===== src/rtl/demux2_buf_pkg.sv =====
// Shared constants for the two-channel buffered demultiplexer.
package demux2_buf_pkg;

    // Default data path width in bits.
    localparam int WIDTH_DEF = 16;

    // Entries held by each output channel buffer.
    localparam int DEPTH = 2;

    // Width of the per-channel occupancy count (holds 0..DEPTH).
    localparam int CNT_W = 2;

    // Occupancy value at which a channel refuses further pushes.
    localparam logic [CNT_W-1:0] FULL_COUNT = CNT_W'(DEPTH);

endpackage : demux2_buf_pkg


===== src/rtl/demux2_buf_if.sv =====
// Handshake bundle between the producer, the demux and the two consumers.
// Valid/ready rule on every port: a word moves at a rising edge only when
// valid and ready are both 1; the sender holds its word while valid=1 and
// ready=0, and ready never depends on valid of the same port.
interface demux2_buf_if #(
    parameter int WIDTH = demux2_buf_pkg::WIDTH_DEF
);

    // Producer side.
    logic                                in_valid;
    logic                                in_ready;
    logic [WIDTH-1:0]                    in_data;
    logic                                in_sel;

    // Channel 0 consumer side.
    logic                                out0_valid;
    logic                                out0_ready;
    logic [WIDTH-1:0]                    out0_data;

    // Channel 1 consumer side.
    logic                                out1_valid;
    logic                                out1_ready;
    logic [WIDTH-1:0]                    out1_data;

    // Occupancy of each channel.
    logic [demux2_buf_pkg::CNT_W-1:0]    count0;
    logic [demux2_buf_pkg::CNT_W-1:0]    count1;

    // Environment view: drives the producer and consumer-ready signals.
    modport master (
        output in_valid, in_data, in_sel, out0_ready, out1_ready,
        input  in_ready, out0_valid, out0_data, out1_valid, out1_data,
               count0, count1
    );

    // Demux view.
    modport slave (
        input  in_valid, in_data, in_sel, out0_ready, out1_ready,
        output in_ready, out0_valid, out0_data, out1_valid, out1_data,
               count0, count1
    );

endinterface : demux2_buf_if


===== src/rtl/demux2_buf_fifo2.sv =====
// Two-entry FIFO with valid/ready on both sides and an occupancy output.
// Push is refused while full even if a pop happens the same cycle, so the
// push-side ready depends only on the stored count.
module fifo2
    import demux2_buf_pkg::*;
#(
    parameter int WIDTH = WIDTH_DEF
) (
    input  logic             clk,
    input  logic             reset_n,
    input  logic             i_push_valid,
    output logic             o_push_ready,
    input  logic [WIDTH-1:0] i_push_data,
    output logic             o_pop_valid,
    input  logic             i_pop_ready,
    output logic [WIDTH-1:0] o_pop_data,
    output logic [CNT_W-1:0] o_count
);

    logic [WIDTH-1:0] r_mem [DEPTH];
    logic             r_wr_ptr;
    logic             r_rd_ptr;
    logic [CNT_W-1:0] r_count;
    logic             w_push;
    logic             w_pop;

    assign o_push_ready = (r_count != FULL_COUNT);
    assign o_pop_valid  = (r_count != '0);
    assign o_pop_data   = r_mem[r_rd_ptr];
    assign o_count      = r_count;

    assign w_push = i_push_valid & o_push_ready;
    assign w_pop  = o_pop_valid & i_pop_ready;

    // Storage write at the tail; reset clears every entry so the head reads zero.
    always_ff @(posedge clk or negedge reset_n) begin
        if (!reset_n) begin
            for (int i = 0; i < DEPTH; i++) begin
                r_mem[i] <= '0;
            end
        end else if (w_push) begin
            r_mem[r_wr_ptr] <= i_push_data;
        end
    end

    // One-bit pointers wrap naturally from 1 back to 0; count tracks push minus pop.
    always_ff @(posedge clk or negedge reset_n) begin
        if (!reset_n) begin
            r_wr_ptr <= 1'b0;
            r_rd_ptr <= 1'b0;
            r_count  <= '0;
        end else begin
            if (w_push) begin
                r_wr_ptr <= ~r_wr_ptr;
            end
            if (w_pop) begin
                r_rd_ptr <= ~r_rd_ptr;
            end
            r_count <= r_count + CNT_W'(w_push) - CNT_W'(w_pop);
        end
    end

endmodule : fifo2


===== src/rtl/demux2_buf.sv =====
// Routes each accepted input word into one of two 2-entry channel buffers.
// This level holds only the steering and the in_ready selection; all
// storage lives in the two fifo2 instances.
module demux2_buf
    import demux2_buf_pkg::*;
#(
    parameter int WIDTH = WIDTH_DEF
) (
    input  logic           clk,
    input  logic           reset_n,
    demux2_buf_if.slave    bus
);

    logic w_push0;
    logic w_push1;
    logic w_ready0;
    logic w_ready1;

    // Only the selected channel sees the offer; in_ready follows in_sel alone.
    assign w_push0     = bus.in_valid & ~bus.in_sel;
    assign w_push1     = bus.in_valid &  bus.in_sel;
    assign bus.in_ready = bus.in_sel ? w_ready1 : w_ready0;

    fifo2 #(.WIDTH(WIDTH)) u_ch0 (
        .clk          (clk),
        .reset_n      (reset_n),
        .i_push_valid (w_push0),
        .o_push_ready (w_ready0),
        .i_push_data  (bus.in_data),
        .o_pop_valid  (bus.out0_valid),
        .i_pop_ready  (bus.out0_ready),
        .o_pop_data   (bus.out0_data),
        .o_count      (bus.count0)
    );

    fifo2 #(.WIDTH(WIDTH)) u_ch1 (
        .clk          (clk),
        .reset_n      (reset_n),
        .i_push_valid (w_push1),
        .o_push_ready (w_ready1),
        .i_push_data  (bus.in_data),
        .o_pop_valid  (bus.out1_valid),
        .i_pop_ready  (bus.out1_ready),
        .o_pop_data   (bus.out1_data),
        .o_count      (bus.count1)
    );

endmodule : demux2_buf


===== src/flat_wrapper.sv =====
// flat-port wrapper written by rule: the top's interface ports become plain ports
module demux2_buf_flat import demux2_buf_pkg::*;
#(
    parameter int WIDTH = WIDTH_DEF
)
  (clk, reset_n, bus_in_valid, bus_in_data, bus_in_sel, bus_out0_ready, bus_out1_ready, bus_in_ready, bus_out0_valid, bus_out0_data, bus_out1_valid, bus_out1_data, bus_count0, bus_count1);
  demux2_buf_if #(.WIDTH(WIDTH)) bus_i ();
  input  logic clk;
  input  logic reset_n;
  input wire logic [$bits(bus_i.in_valid)-1:0] bus_in_valid;
  input wire logic [$bits(bus_i.in_data)-1:0] bus_in_data;
  input wire logic [$bits(bus_i.in_sel)-1:0] bus_in_sel;
  input wire logic [$bits(bus_i.out0_ready)-1:0] bus_out0_ready;
  input wire logic [$bits(bus_i.out1_ready)-1:0] bus_out1_ready;
  output wire logic [$bits(bus_i.in_ready)-1:0] bus_in_ready;
  output wire logic [$bits(bus_i.out0_valid)-1:0] bus_out0_valid;
  output wire logic [$bits(bus_i.out0_data)-1:0] bus_out0_data;
  output wire logic [$bits(bus_i.out1_valid)-1:0] bus_out1_valid;
  output wire logic [$bits(bus_i.out1_data)-1:0] bus_out1_data;
  output wire logic [$bits(bus_i.count0)-1:0] bus_count0;
  output wire logic [$bits(bus_i.count1)-1:0] bus_count1;
  assign bus_i.in_valid = bus_in_valid;
  assign bus_i.in_data = bus_in_data;
  assign bus_i.in_sel = bus_in_sel;
  assign bus_i.out0_ready = bus_out0_ready;
  assign bus_i.out1_ready = bus_out1_ready;
  assign bus_in_ready = bus_i.in_ready;
  assign bus_out0_valid = bus_i.out0_valid;
  assign bus_out0_data = bus_i.out0_data;
  assign bus_out1_valid = bus_i.out1_valid;
  assign bus_out1_data = bus_i.out1_data;
  assign bus_count0 = bus_i.count0;
  assign bus_count1 = bus_i.count1;
  demux2_buf #(.WIDTH(WIDTH)) u_core (.clk(clk), .reset_n(reset_n), .bus(bus_i));
endmodule

===== config.mk =====
export PLATFORM = sky130hd
export DESIGN_NAME = demux2_buf_flat
export DESIGN_NICKNAME = d
export VERILOG_FILES = /design/src/rtl/demux2_buf_pkg.sv /design/src/rtl/demux2_buf_if.sv /design/src/rtl/demux2_buf_fifo2.sv /design/src/rtl/demux2_buf.sv /design/src/flat_wrapper.sv
export SDC_FILE = /design/constraint.sdc
export NUM_CORES = 1
export LEC_CHECK = 0
export ABC_AREA = 1
export ABC_CLOCK_PERIOD_IN_PS = 2200
export BUFFER_PORTS_ARGS = -buffer_cell sky130_fd_sc_hd__buf_4
export CAP_MARGIN = 0
export CORE_ASPECT_RATIO = 1.25
export CORE_MARGIN = 2
export CORE_UTILIZATION = 45
export CTS_CLUSTER_DIAMETER = 30
export DETAILED_ROUTE_END_ITERATION = 12
export GPL_TIMING_DRIVEN = 0
export PLACE_DENSITY = 0.75
export SLEW_MARGIN = 40
export SYNTH_ARGS = -nofsm -noshare
export SYNTH_HDL_FRONTEND = slang
export SYNTH_SLANG_ARGS = --single-unit

===== constraint.sdc =====
create_clock -name clk -period 2.2 [get_ports clk]
set_clock_uncertainty 0.15 [all_clocks]
set_input_delay 0.22 -clock clk [delete_from_list [all_inputs] [get_ports clk]]
set_output_delay 0.22 -clock clk [all_outputs]
set_load 0.03 [all_outputs]

# Yosys cells after proc, flatten, opt, wreduce, memory -nomap -nowiden
# Index checks and enable logic that the tools add are counted.
[word_totals]
inputBits = 22
out_inout_bits = 39
reg_bits = 72
[classes]
addsub = 4
reduce_logical = 4
muxes = 13
bitwise = 15
n_lt_le_gt_ge = 6
n_eq_ne = 2
[ops]
columns = ["operator", "count"]
rows = [
  ["$mux 16", 8],
  ["$bwmux 32", 2],
  ["$demux 16 s1", 2],
  ["$ge 2x2->1 const B", 4],
  ["$not 1->2", 4],
  ["$and 1x1->1", 6],
  ["$not 1->1", 5],
  ["$add 2x1->2", 2],
  ["$lt 2x1->1 const B", 2],
  ["$ne 2x2->1 const B", 2],
  ["$reduce_bool 2->1", 2],
  ["$sub 2x1->2", 2],
  ["$logic_and 1x1->1", 2],
  ["$mux 1", 1],
]

# Logic depth before layout (Yosys ltp)
[logic_depth]
word_depth = 6
mapped_depth = 12

# Hierarchy
# From an unflattened synthesis, not the netlist that was laid out.
[unflattened]
hier_cells = 454
area_unflattened_um2 = 3761.1
[modules_own_cells]
columns = ["mod", "cells_per_inst", "n_inst", "area_each_um2"]
rows = [
  ["fifo2", 223, 2, 1865.5],
  ["demux2_buf", 8, 1, 30.0],
]

# Least setup slack after synthesis
# OpenSTA, ideal clock, no wires.
[synth_timing]
path_kind = "flip-flop to flip-flop"
start = "register u_core.u_ch0.r_count[0] (netlist: u_core.u_ch0.o_count[0])"
end = "register u_core.u_ch0.r_count[1] (netlist: u_core.u_ch0.o_count[1])"
arrival_ps = 1529
path_stages_with_launch = 12
slack_ps = 404
synth_period_minus_slack_ps = 1796
setup_time_ps = 116
cell_sequence = "dfrtp_1 > inv_1 > nand2_2 > buf_2 > nand3_1 > nand2_1 > ha_1 > nand2_1 > nand2_1 > inv_1 > nand2_1 > nand2_1"
[synth_between]
elab_chain_cells = 4
elab_cells_between_ends = 6
cone_classes = "2 x add/sub; 1 x eq/ne; 2 x bitwise; 1 x reduce/logical"
[synth_rtl]
columns = ["element", "line_no", "source"]
rows = [
  ["start, declared", "demux2_buf_fifo2.sv:23", "logic [CNT_W-1:0] r_count;"],
  ["start signal, assigned", "demux2_buf_fifo2.sv:59", "r_count <= r_count + CNT_W'(w_push) - CNT_W'(w_pop);"],
  ["$ne 2x2->1", "demux2_buf_fifo2.sv:27", "assign o_push_ready = (r_count != FULL_COUNT);"],
  ["$and 1x1->1", "demux2_buf_fifo2.sv:32", "assign w_push = i_push_valid & o_push_ready;"],
  ["$add 2x1->2", "demux2_buf_fifo2.sv:59", ""],
  ["$sub 2x1->2 *", "demux2_buf_fifo2.sv:59", ""],
]
# Mark *: on every way between the ends. The rest lies on a longest branch, timed or not.
# A chain may end at the register's enable or synchronous reset.

# Worst setup path after layout
[layout_timing]
start = "register u_core.u_ch1.r_rd_ptr"
end = "output port bus_out1_data[14]"
[layout_between]
elab_chain_cells = 4
[layout_rtl]
columns = ["element", "line_no", "source"]
rows = [
  ["start, declared", "demux2_buf_fifo2.sv:22", "logic r_rd_ptr;"],
  ["start signal, assigned", "demux2_buf_fifo2.sv:57", "r_rd_ptr <= ~r_rd_ptr;"],
  ["$not 1->2 (implied by the code)", "demux2_buf_fifo2.sv:29", "assign o_pop_data = r_mem[r_rd_ptr];"],
  ["$mux 16 (implied by the code) (3 in series)", "demux2_buf_fifo2.sv:29", ""],
  ["end, declared", "flat_wrapper.sv:19", "output wire logic [$bits(bus_i.out1_data)-1:0] bus_out1_data;"],
]
# No other way between the ends. The select of a mux whose other input is x is not followed.

==> metrics.csv <==
stage,metric,value,unit
run_status,status,"finished, final reports clean",
global_routing,first-pass GRT wire length,14800,um
floorplan,Die H,102,um
power,Internal,3.90,mW
yosys,Post-Synthesis Cells,449,
place,DP HPWL,6350,um
power,Pwr per Cell Area,1710,nW/um^2
min_path,hold crit path type,in -> reg,
yosys,ys async rst share,100,%
floorplan,Initial Utilization,46.9,%
yosys,post-synth top area share,51.6,%
floorplan,# IOs,61,
sta,Final Critical Period,2060,ps
global_routing,GRT Total Usage,23.1,%
global_routing,vias in the first global route,3089,
drt,DRT iter0 DRCs,337,
clocking,htree depth,3,
drt,DRC,0,
final_layout,n_diodes,0,
global_routing,grt ovf,0,
clocking,Clock Latency Late Sink,350,ps
sta,Max-slew headroom,56.5,%
power,Sw Pwr,3.45,mW
clocking,Post-CTS Setup Bufs,0,
yosys,"Avg Cell Area, Syn",7.77,um^2
power,Design Power,7.35,mW
flow_run,maxcap violations,0,
sta,Hold Slack,18.2,ps
yosys,Post-synth EDFFs,0,
drt,final WL,9080,um
clocking,Bufs on Longest Clock Path,2,
drt,mean number of vias per cell,5.35,
clocking,Root Driver,clkbuf_8,
yosys,sequential share of the synthesized area,51.6,%
floorplan,DIE AREA,8480,um^2
yosys,Synth top cells by count,"245 x nand2_1, 72 x dfrtp_1, 64 x nand4_1",
clocking,CTS tree,built,
yosys,post-synthesis register bit count,72,
place,Post-Place Setup Slack,366,ps
power,leakage power,2.40,nW
final_layout,nets@finish,545,
clocking,Sink Count,72,
sta,RSZ-0062 raised after global routing,no,
power,net switching fraction of the power,47.0,%
power,clock share of power,16.4,%
place,routability cong.,0.862,
final_layout,fraction of final layout cells sized beyond drive strength 1,21.1,%
global_routing,initial antenna violation count,0,
sta,measured slew at the worst slew-check pin,652,ps
clocking,clk slew on worst S/H paths,80,ps
power,sequential share of power,31.3,%
clocking,total CTS buffers,9,
power,peak supply drop,0.884,mV
power,Combinational Power Share,52.3,%
yosys,most frequent cell after synthesis,nand2_1,
sta,Max Clk Rate,0.487,GHz
sta,final count of negative-setup-slack endpoints,0,
worst_setup_path,CP Launch Type,register,
sta,pins over their slew limit,0,
global_routing,largest net degree at the start of global routing,73,
floorplan,Core Rows,35,
drt,routed via count,3309,
sta,period utilization,93.4,%
yosys,Most used DFF post-synth,dfrtp_1,
sta,final setup TNS,0,ps
worst_setup_path,Crit path required time,1830,ps
final_layout,Synth-to-Final Area Change,23.4,%
sta,Final Hold Viols,0,
drt,Detail Route Antenna Nets,0,
sta,final worst slack,145,ps
drt,routed len/inst,14.7,um
floorplan,core box area,7440,um^2
worst_setup_path,CP endpoint kind,output pin,
yosys,post-synth top area cell,dfrtp_1,
worst_setup_path,CP arrival,1690,ps
drt,First-pass DRT Iterations,5,
yosys,post-synthesis net count,473,
yosys,synth unique cells,19,
place,PortBufs,60,
worst_setup_path,"critical path fanouts, max",10,
yosys,Synth area leaders,"dfrtp_1 52%, nand2_1 26%, nand4_1 11%",
worst_setup_path,kind of critical path,reg -> out,
floorplan,Die X,82.8,um
yosys,synthesized cell area,3490,um^2
yosys,yosys warns,0,
-- state kept, by name, indices dropped and copies added, names as in the netlist --
register,flops
u_core.u_ch0.r_wr_ptr,1
u_core.u_ch1.r_rd_ptr,1
u_core.u_ch0.r_rd_ptr,1
u_core.u_ch1.o_count,2
u_core.u_ch1.r_wr_ptr,1
u_core.u_ch0.r_mem,32
u_core.u_ch0.o_count,2
u_core.u_ch1.r_mem,32
-- kinds of logic (layout without fill, tap and decap cells) --
group           after synthesis  after routing  share of synthesized area [%]
simple gates                324            324                           40.7
fa+ha+maj                     2              2                          0.717
xor+xnor                      2              2                          0.502
flops                        72             72                           51.6
compound gates                2              2                          0.287
buf+inv                      46            123                           5.85
mux                           1              1                          0.323
-- metrics by stage --
stage / util (%) / cells / area [um^2]
detailed placement: 54.5 / 601 / 4060
global placement: 54.5 / 601 / 4050
CTS: 57.7 / 618 / 4300
global route: 57.8 / 618 / 4300
finish: 57.8 / 618 / 4300
floorplan: - / 449 / 3490
-- cell usage in the layout (no fill, tap or decap), types with 2 or more instances in the layout --
master        n
nor2_1        4
inv_2         2
buf_4        59
nand2_2       2
buf_2        24
inv_1        13
ha_1          2
nand2_1     245
clkinvlp_4    2
o21ai_0       2
dfrtp_1      72
clkbuf_1      4
clkbuf_8     11
xor2_1        2
nand4_1      64
nand3_1       4
bufinv_16     2
nand3_2       4
-- critical path, cell delays in order (launching register included) --
cell,delay (ps)
dfrtp_1,320
buf_2,180
clkinv_1,250
buf_2,270
nand2_1,70
nand2_1,70
buf_4,170
-- layout make-up --
class | instances | area [um^2]
multi-input combinational | 331 | 1480
fill | 705 | 3140
buffer | 28 | 135
tap | 92 | 115
clock inverter | 4 | 76.3
sequential | 72 | 1800
clock buffer | 12 | 155
timing repair buffer | 61 | 464
inverter | 18 | 72.6
-- power groups by stage --
stage / clock (mW) / sequential [mW] / combinational, mW
after global routing: 1.27 / 2.37 / 4.22
after CTS: 1.21 / 2.29 / 3.87
final: 1.21 / 2.30 / 3.85
after detailed placement: 0 / 2.31 / 3.85
after floorplan: 0 / 2.30 / 2.51
after global placement: 0 / 2.28 / 3.78
-- metal layers --
metal  share of wire [%]  GRT usage [%]  wire (um)  vias to the layer above
li1                    -              -          -                     1602
met1                  43           32.0       3900                     1589
met2                  50           36.5       4500                      101
met3                 5.0           3.27        458                       17
met4                 2.4           9.46        220                        0
met5                   0              0          0                        -
-- repair_timing --
action,4_1_cts,5_1_grt
setup endpoints to repair,0,9
resized for setup,0,1
endpoints found under the hold margin,72,0
hold buffers,1,0
-- path summary, 6_finish.rpt --
path / from / to / slack (ps) / cells past startpoint
worst min register to register: u_core.u_ch0.r_mem[24] / u_core.u_ch0.r_mem[24] / 320 / 2
worst max register to register: u_core.u_ch1.o_count[0] / u_core.u_ch1.o_count[1] / 350 / 11
min in group asynchronous: reset_n / u_core.u_ch1.o_count[0] / 280 / 2
max in group asynchronous: reset_n / u_core.u_ch0.r_mem[31] / 1140 / 2
worst min-delay path: bus_in_data[12] / u_core.u_ch0.r_mem[12] / 20 / 3
worst max-delay path: u_core.u_ch1.r_rd_ptr / bus_out1_data[14] / 140 / 6
No activity file was read; power rests on OpenSTA's default activity.
